**config.mk**
```make
export PLATFORM = sky130hd
export DESIGN_NAME = spi_master
export DESIGN_NICKNAME = d
export VERILOG_FILES = /design/src/rtl/spi_pkg.sv /design/src/rtl/spi_clk_gen.sv /design/src/rtl/spi_master.sv
export SDC_FILE = /design/constraint.sdc
export NUM_CORES = 1
export LEC_CHECK = 0
export ABC_AREA = 0
export CORE_MARGIN = 10
export CORE_UTILIZATION = 47
export CTS_BUF_LIST = sky130_fd_sc_hd__clkbuf_8
export DETAILED_ROUTE_END_ITERATION = 7
export PLACE_DENSITY_LB_ADDON = 0.08
export SYNTH_ARGS = -nofsm -noshare
export SYNTH_HDL_FRONTEND = slang
export SYNTH_SLANG_ARGS = --single-unit
```
**constraint.sdc**
```tcl
create_clock -name clk -period 3.3 [get_ports clk]
set_input_delay 0.99 -clock clk [delete_from_list [all_inputs] [get_ports clk]]
set_output_delay 0.99 -clock clk [all_outputs]
set_load 0.05 [all_outputs]
```
**src/rtl/spi_pkg.sv**
```systemverilog
// Shared SPI definitions: FSM state encoding, mode enumeration and mode helpers.
// Both the master and a future slave import this package.
package spi_pkg;

  typedef enum logic [1:0] {
    ST_IDLE  = 2'd0,
    ST_LEAD  = 2'd1,
    ST_XFER  = 2'd2,
    ST_TRAIL = 2'd3
  } spi_state_e;

  // Mode number is {CPOL, CPHA}.
  typedef enum logic [1:0] {
    SPI_MODE0 = 2'd0,
    SPI_MODE1 = 2'd1,
    SPI_MODE2 = 2'd2,
    SPI_MODE3 = 2'd3
  } spi_mode_e;

  function automatic spi_mode_e spi_mode(input logic cpol, input logic cpha);
    return spi_mode_e'({cpol, cpha});
  endfunction

  // Modes 0 and 2 sample on the leading SCK edge, modes 1 and 3 on the trailing edge.
  function automatic logic spi_samples_on_lead(input spi_mode_e mode);
    return (mode == SPI_MODE0) || (mode == SPI_MODE2);
  endfunction

endpackage

```
**src/rtl/spi_clk_gen.sv**
```systemverilog
// SCK half-period generator. While enabled, SCK toggles every CLK_DIV clk cycles.
// lead_edge/trail_edge are high in the clk cycle whose closing rising edge
// toggles SCK, so the master can act on the same clk edge as the SCK change.
module spi_clk_gen #(
  parameter int CLK_DIV = 2,
  parameter int CPOL    = 0
) (
  input  logic clk,
  input  logic rst_n,
  input  logic enable,
  output logic lead_edge,
  output logic trail_edge,
  output logic sck
);

  localparam int            CW       = $clog2(CLK_DIV + 1);
  localparam logic [CW-1:0] LAST     = CW'(CLK_DIV - 1);
  localparam logic          IDLE_LVL = 1'(CPOL);

  logic [CW-1:0] cnt_q, cnt_d;
  logic          sck_q, sck_d;
  logic          tick;

  // Half-period counter wraps at CLK_DIV-1; SCK toggles on the wrap, parks at CPOL when disabled.
  always_comb begin
    tick  = enable && (cnt_q == LAST);
    cnt_d = '0;
    sck_d = IDLE_LVL;
    if (enable) begin
      cnt_d = tick ? '0 : cnt_q + 1'b1;
      sck_d = tick ? ~sck_q : sck_q;
    end
  end

  // Counter and SCK registers.
  always_ff @(posedge clk or negedge rst_n) begin
    if (!rst_n) begin
      cnt_q <= '0;
      sck_q <= IDLE_LVL;
    end else begin
      cnt_q <= cnt_d;
      sck_q <= sck_d;
    end
  end

  assign lead_edge  = tick && (sck_q == IDLE_LVL);
  assign trail_edge = tick && (sck_q != IDLE_LVL);
  assign sck        = sck_q;

endmodule

```
**src/rtl/spi_master.sv**
```systemverilog
// SPI master: LSB-first frames of DATA_LENGTH bits in any CPOL/CPHA mode.
// SS is held low for (2*DATA_LENGTH+2)*CLK_DIV cycles: one half-period of lead-in,
// 2*DATA_LENGTH SCK half-periods, one half-period of tail.
module spi_master
  import spi_pkg::*;
#(
  parameter int DATA_LENGTH = 8,
  parameter int CPOL        = 0,
  parameter int CPHA        = 0,
  parameter int CLK_DIV     = 2
) (
  input  logic                   clk,
  input  logic                   rst_n,
  input  logic                   start,
  input  logic [DATA_LENGTH-1:0] data_in,
  output logic                   busy,
  output logic                   done,
  output logic [DATA_LENGTH-1:0] data_out,
  output logic                   SS,
  output logic                   SCK,
  output logic                   MOSI,
  input  logic                   MISO
);

  localparam int               N         = DATA_LENGTH;
  localparam int               HW        = $clog2(CLK_DIV + 1);
  localparam int               EW        = $clog2(2 * N);
  localparam logic [HW-1:0]    HALF_LAST = HW'(CLK_DIV - 1);
  localparam logic [EW-1:0]    EDGE_LAST = EW'(2 * N - 1);
  localparam spi_mode_e        MODE      = spi_mode(1'(CPOL), 1'(CPHA));
  localparam logic             SAMP_LEAD = spi_samples_on_lead(MODE);
  localparam logic             SHIFT_LEAD = 1'(CPHA);

  spi_state_e    state_q, state_d;
  logic [HW-1:0] hcnt_q, hcnt_d;
  logic [EW-1:0] ecnt_q, ecnt_d;
  logic [N-1:0]  tx_q, tx_d;
  logic [N-1:0]  rx_q, rx_d;
  logic [N-1:0]  dout_q, dout_d;
  logic          mosi_q, mosi_d;
  logic          done_q, done_d;
  logic          ss_q, ss_d;
  logic          miso_meta_q, miso_sync_q;
  logic [1:0]    samp_q;

  logic lead_edge, trail_edge, any_edge, final_edge, sample_edge, half_end;

  spi_clk_gen #(
    .CLK_DIV (CLK_DIV),
    .CPOL    (CPOL)
  ) u_clk_gen (
    .clk        (clk),
    .rst_n      (rst_n),
    .enable     (state_q == ST_XFER),
    .lead_edge  (lead_edge),
    .trail_edge (trail_edge),
    .sck        (SCK)
  );

  // Next-state logic: FSM sequencing, TX shifting, RX capture and frame completion.
  always_comb begin
    state_d = state_q;
    hcnt_d  = '0;
    ecnt_d  = ecnt_q;
    tx_d    = tx_q;
    rx_d    = rx_q;
    dout_d  = dout_q;
    mosi_d  = mosi_q;
    done_d  = 1'b0;

    half_end    = (hcnt_q == HALF_LAST);
    any_edge    = lead_edge || trail_edge;
    final_edge  = any_edge && (ecnt_q == EDGE_LAST);
    sample_edge = SAMP_LEAD ? lead_edge : trail_edge;

    // A sample strobe delayed by the two synchronizer stages picks up the MISO
    // level that was present at the SCK sample edge itself. The final sample
    // lands no later than the done edge except for CPHA=1 with CLK_DIV=1.
    if (samp_q[1]) begin
      rx_d        = rx_q >> 1;
      rx_d[N-1]   = miso_sync_q;
    end

    unique case (state_q)
      ST_IDLE: begin
        if (start) begin
          state_d = ST_LEAD;
          ecnt_d  = '0;
          if (SHIFT_LEAD) begin
            tx_d   = data_in;
            mosi_d = 1'b0;
          end else begin
            tx_d   = data_in >> 1;
            mosi_d = data_in[0];
          end
        end
      end
      ST_LEAD: begin
        hcnt_d = half_end ? '0 : hcnt_q + 1'b1;
        if (half_end) state_d = ST_XFER;
      end
      ST_XFER: begin
        if (any_edge) ecnt_d = final_edge ? '0 : ecnt_q + 1'b1;
        if ((SHIFT_LEAD && lead_edge) || (!SHIFT_LEAD && trail_edge && !final_edge)) begin
          mosi_d = tx_q[0];
          tx_d   = tx_q >> 1;
        end
        if (final_edge) state_d = ST_TRAIL;
      end
      ST_TRAIL: begin
        hcnt_d = half_end ? '0 : hcnt_q + 1'b1;
        if (half_end) begin
          state_d = ST_IDLE;
          done_d  = 1'b1;
          dout_d  = rx_d;
          mosi_d  = 1'b0;
          tx_d    = '0;
        end
      end
      default: state_d = ST_IDLE;
    endcase

    ss_d = (state_d == ST_IDLE);
  end

  // Frame state registers; reset parks the interface idle even mid-frame.
  always_ff @(posedge clk or negedge rst_n) begin
    if (!rst_n) begin
      state_q <= ST_IDLE;
      hcnt_q  <= '0;
      ecnt_q  <= '0;
      tx_q    <= '0;
      rx_q    <= '0;
      dout_q  <= '0;
      mosi_q  <= 1'b0;
      done_q  <= 1'b0;
      ss_q    <= 1'b1;
      samp_q  <= '0;
    end else begin
      state_q <= state_d;
      hcnt_q  <= hcnt_d;
      ecnt_q  <= ecnt_d;
      tx_q    <= tx_d;
      rx_q    <= rx_d;
      dout_q  <= dout_d;
      mosi_q  <= mosi_d;
      done_q  <= done_d;
      ss_q    <= ss_d;
      samp_q  <= {samp_q[0], sample_edge};
    end
  end

  // Two-flop synchronizer for the asynchronous MISO input.
  always_ff @(posedge clk or negedge rst_n) begin
    if (!rst_n) begin
      miso_meta_q <= 1'b0;
      miso_sync_q <= 1'b0;
    end else begin
      miso_meta_q <= MISO;
      miso_sync_q <= miso_meta_q;
    end
  end

  assign SS       = ss_q;
  assign busy     = ~ss_q;
  assign done     = done_q;
  assign data_out = dout_q;
  assign MOSI     = mosi_q;

endmodule

```
==> flow_summary.toml <==
[drt]
drt.antenna.violating_nets = 0
wl_mm = 3.285
routed-wl-met2_mm = 1.487
drt-met1-wl_mm = 1.452
viasPerCell = 5.344
first_iter_violations = 69
vias = 1181
wl_met3_microns = 293
wl_per_cell_microns = 14.86
top_layer_used = "met4"
dr.pass1.iters = 4
drc = 0

[floorplan]
die_h_microns = 82.62
dieArea_sq_mm = 0.006826
die_x_microns = 82.62
ios = 25
fp.coreArea_sq_mm = 0.003716
start_util_pct = 49.60
rows = 22

[logic_synthesis]
async_flop_share_pct = 100.0
ys_top_cells_by_area = "dfrtp_1, mux2_2, mux2_4, mux2_1, ha_1"
synth_cells = 145
synth_seq_cells = 41
synth_cell_types = 41
synth-edff-count = 0
synth_fp_nets = 163
synth_warnings = 0
ys_seq_area_share_pct = 55.74
synth.top_cell.area_share_pct = 54.31
synthFlopType = "dfrtp_1"
yosys.area.top_type = "dfrtp_1"
synthesis.area_sq_mm = 0.001843
avgSynthCellArea_sq_um = 12.71

[sta]
final_max_slew_viol_count = 0
tns_ns = 0
worst_pin_slew_ns = 0.8805
fmax_mhz = 383.0
timing.final.crit_share_pct = 79.13
rsz0062_at_grt = "no"
finalSetupViolations = 0
skew_ns = 0.005132
finalHoldViolations = 0
slew_headroom_pct = 41.30
period_minus_slack_ns = 2.611

[power_and_ir_drop]
power.density_mw_per_mm2 = 999.6
power_leakage_nw = 1.028
p_total_mw = 2.235
ir_drop_uv = 633.4

[critical_path]
crit_buf_inv = 1
crit_chain = "clkdlybuf4s50_1"
cp.arrival_ns = 1.62
path_class = "register to output pin"
path_max_fanout = 2
cpPeakStageDelay_ns = 0.80
crit_path_end_kind = "output pin"
crit_required_ns = 2.31
crit_family = "buffers and inverters"
critPathLaunchType = "register"
slowest_stage = "clkdlybuf4s50_1"

[finish]
nets = 190
final_common_cell = "dfrtp_1"
final_cell_mix = "dfrtp_1, clkdlybuf4s50_1, nor2_1, inv_1, mux2_2"
antenna_cells = 0
area_growth_pct = 21.32
final_layout_size_suffix_gt1_share_pct = 16.18

[global_routing]
grt_pass1_vias = 1170
antenna_found_initial = 0
grt_pass1_wl_mm = 5.664
overflow = 0
grtUsageTotal_pct = 10.83
grt_max_degree = 42

[clocking]
cts_buffers = 5
cts_setup_buffers = 0
ctsLongestPathBuffers = 2
cts-root-buf = "clkbuf_8"
cts_resized = 0
cts_tree = "built"
htreeDepth = 2
ctsHoldBuffers = 0
cts_sinks = 41
clkTransAtPathRegs_ns = 0.08
insertion_delay_ns = 0.29

[place]
gp_congestion = 0.7565
hpwl_mm = 2.313
portBuffers = 24

[min_path]
hp-class = "register to register"

[run_status]
status = "complete, no violations"

[run]
cap_violations = 0
==> report_power, final <==
group | total, mW | switching, mW | internal (mW)
clock | 0.410 | 0.167 | 0.243
combinational | 1.05 | 0.585 | 0.460
sequential | 0.779 | 0.0967 | 0.683
==> sequential cells by signal, summed over array words and instances, names as in the netlist <==
signal and count:
SS 1, state_q 2, hcnt_q 2, miso_meta_q 1
tx_q 7, ecnt_q 4, u_clk_gen.sck 1, u_clk_gen.cnt_q 2
done 1, miso_sync_q 1, MOSI 1, samp_q 2
data_out 8, rx_q 8
==> layer usage <==
metal	track usage, %	vias to the layer above
met1	13.73	584
met2	15.47	28
met3	5.184	5
met5	0	-
li1	-	564
met4	4.515	0
==> cell type report <==
class	instances	area (sq um)
clock buffers	6	82.58
clock inverters	2	33.78
fillers	301	1480
inverters	9	33.78
multi-input cells	91	763.2
flip-flops and latches	41	1027
well taps	48	60.06
repair buffers	24	235.2
==> final timing paths <==
| path | from | endpoint | slack (ns) | cells past startpoint |
|---|---|---|---|---|
| setup / recovery | SS | SS | 0.69 | 1 |
| min in group asynchronous | rst_n | rx_q[0] | 0.81 | 1 |
| hold / removal | miso_meta_q | miso_sync_q | 0.36 | 0 |
| setup reg to reg | state_q[0] | tx_q[0] | 0.84 | 6 |
| max in group asynchronous | rst_n | ecnt_q[1] | 1.93 | 1 |
| hold reg to reg | miso_meta_q | miso_sync_q | 0.36 | 0 |
==> synth_stat cells (2+ instances only) <==
cell type,count
a21oi_1,7
a22o_1,5
and2_1,3
and3b_1,2
buf_2,3
dfrtp_1,40
ha_1,6
inv_1,8
mux2_1,7
mux2_2,9
mux2_4,6
mux2i_1,2
nand2_1,6
nor2_1,9
nor2b_1,2
o21ai_0,3
o21ai_1,3
==> through the flow <==
stage | std cells | worst slack, ns | hold WS (ns) | area, sq um | util (%)
after floorplan | 145 | 1.369 | 0.3312 | 1843 | -
after global placement | 213 | 0.8199 | 0.3351 | 2120 | 57.04
after detailed placement | 213 | 0.7883 | 0.3419 | 2120 | 57.04
after CTS | 221 | 0.6684 | 0.3601 | 2236 | 60.17
after global routing | 221 | 0.6348 | 0.3700 | 2236 | 60.17
final | 221 | 0.6888 | 0.3557 | 2236 | 60.17
==> cell families (layout without fill, tap and decap cells) <==
family | count (synthesis) | in the layout | share of synthesized area, %
buf+inv | 13 | 41 | 2.851
simple gates | 31 | 31 | 9.098
flops | 41 | 41 | 55.74
xor+xnor | 1 | 1 | 0.4753
compound gates | 29 | 29 | 12.02
fa+ha+maj | 6 | 6 | 4.073
mux | 24 | 24 | 15.75
Note: power is estimated with default switching activity, not from simulation.
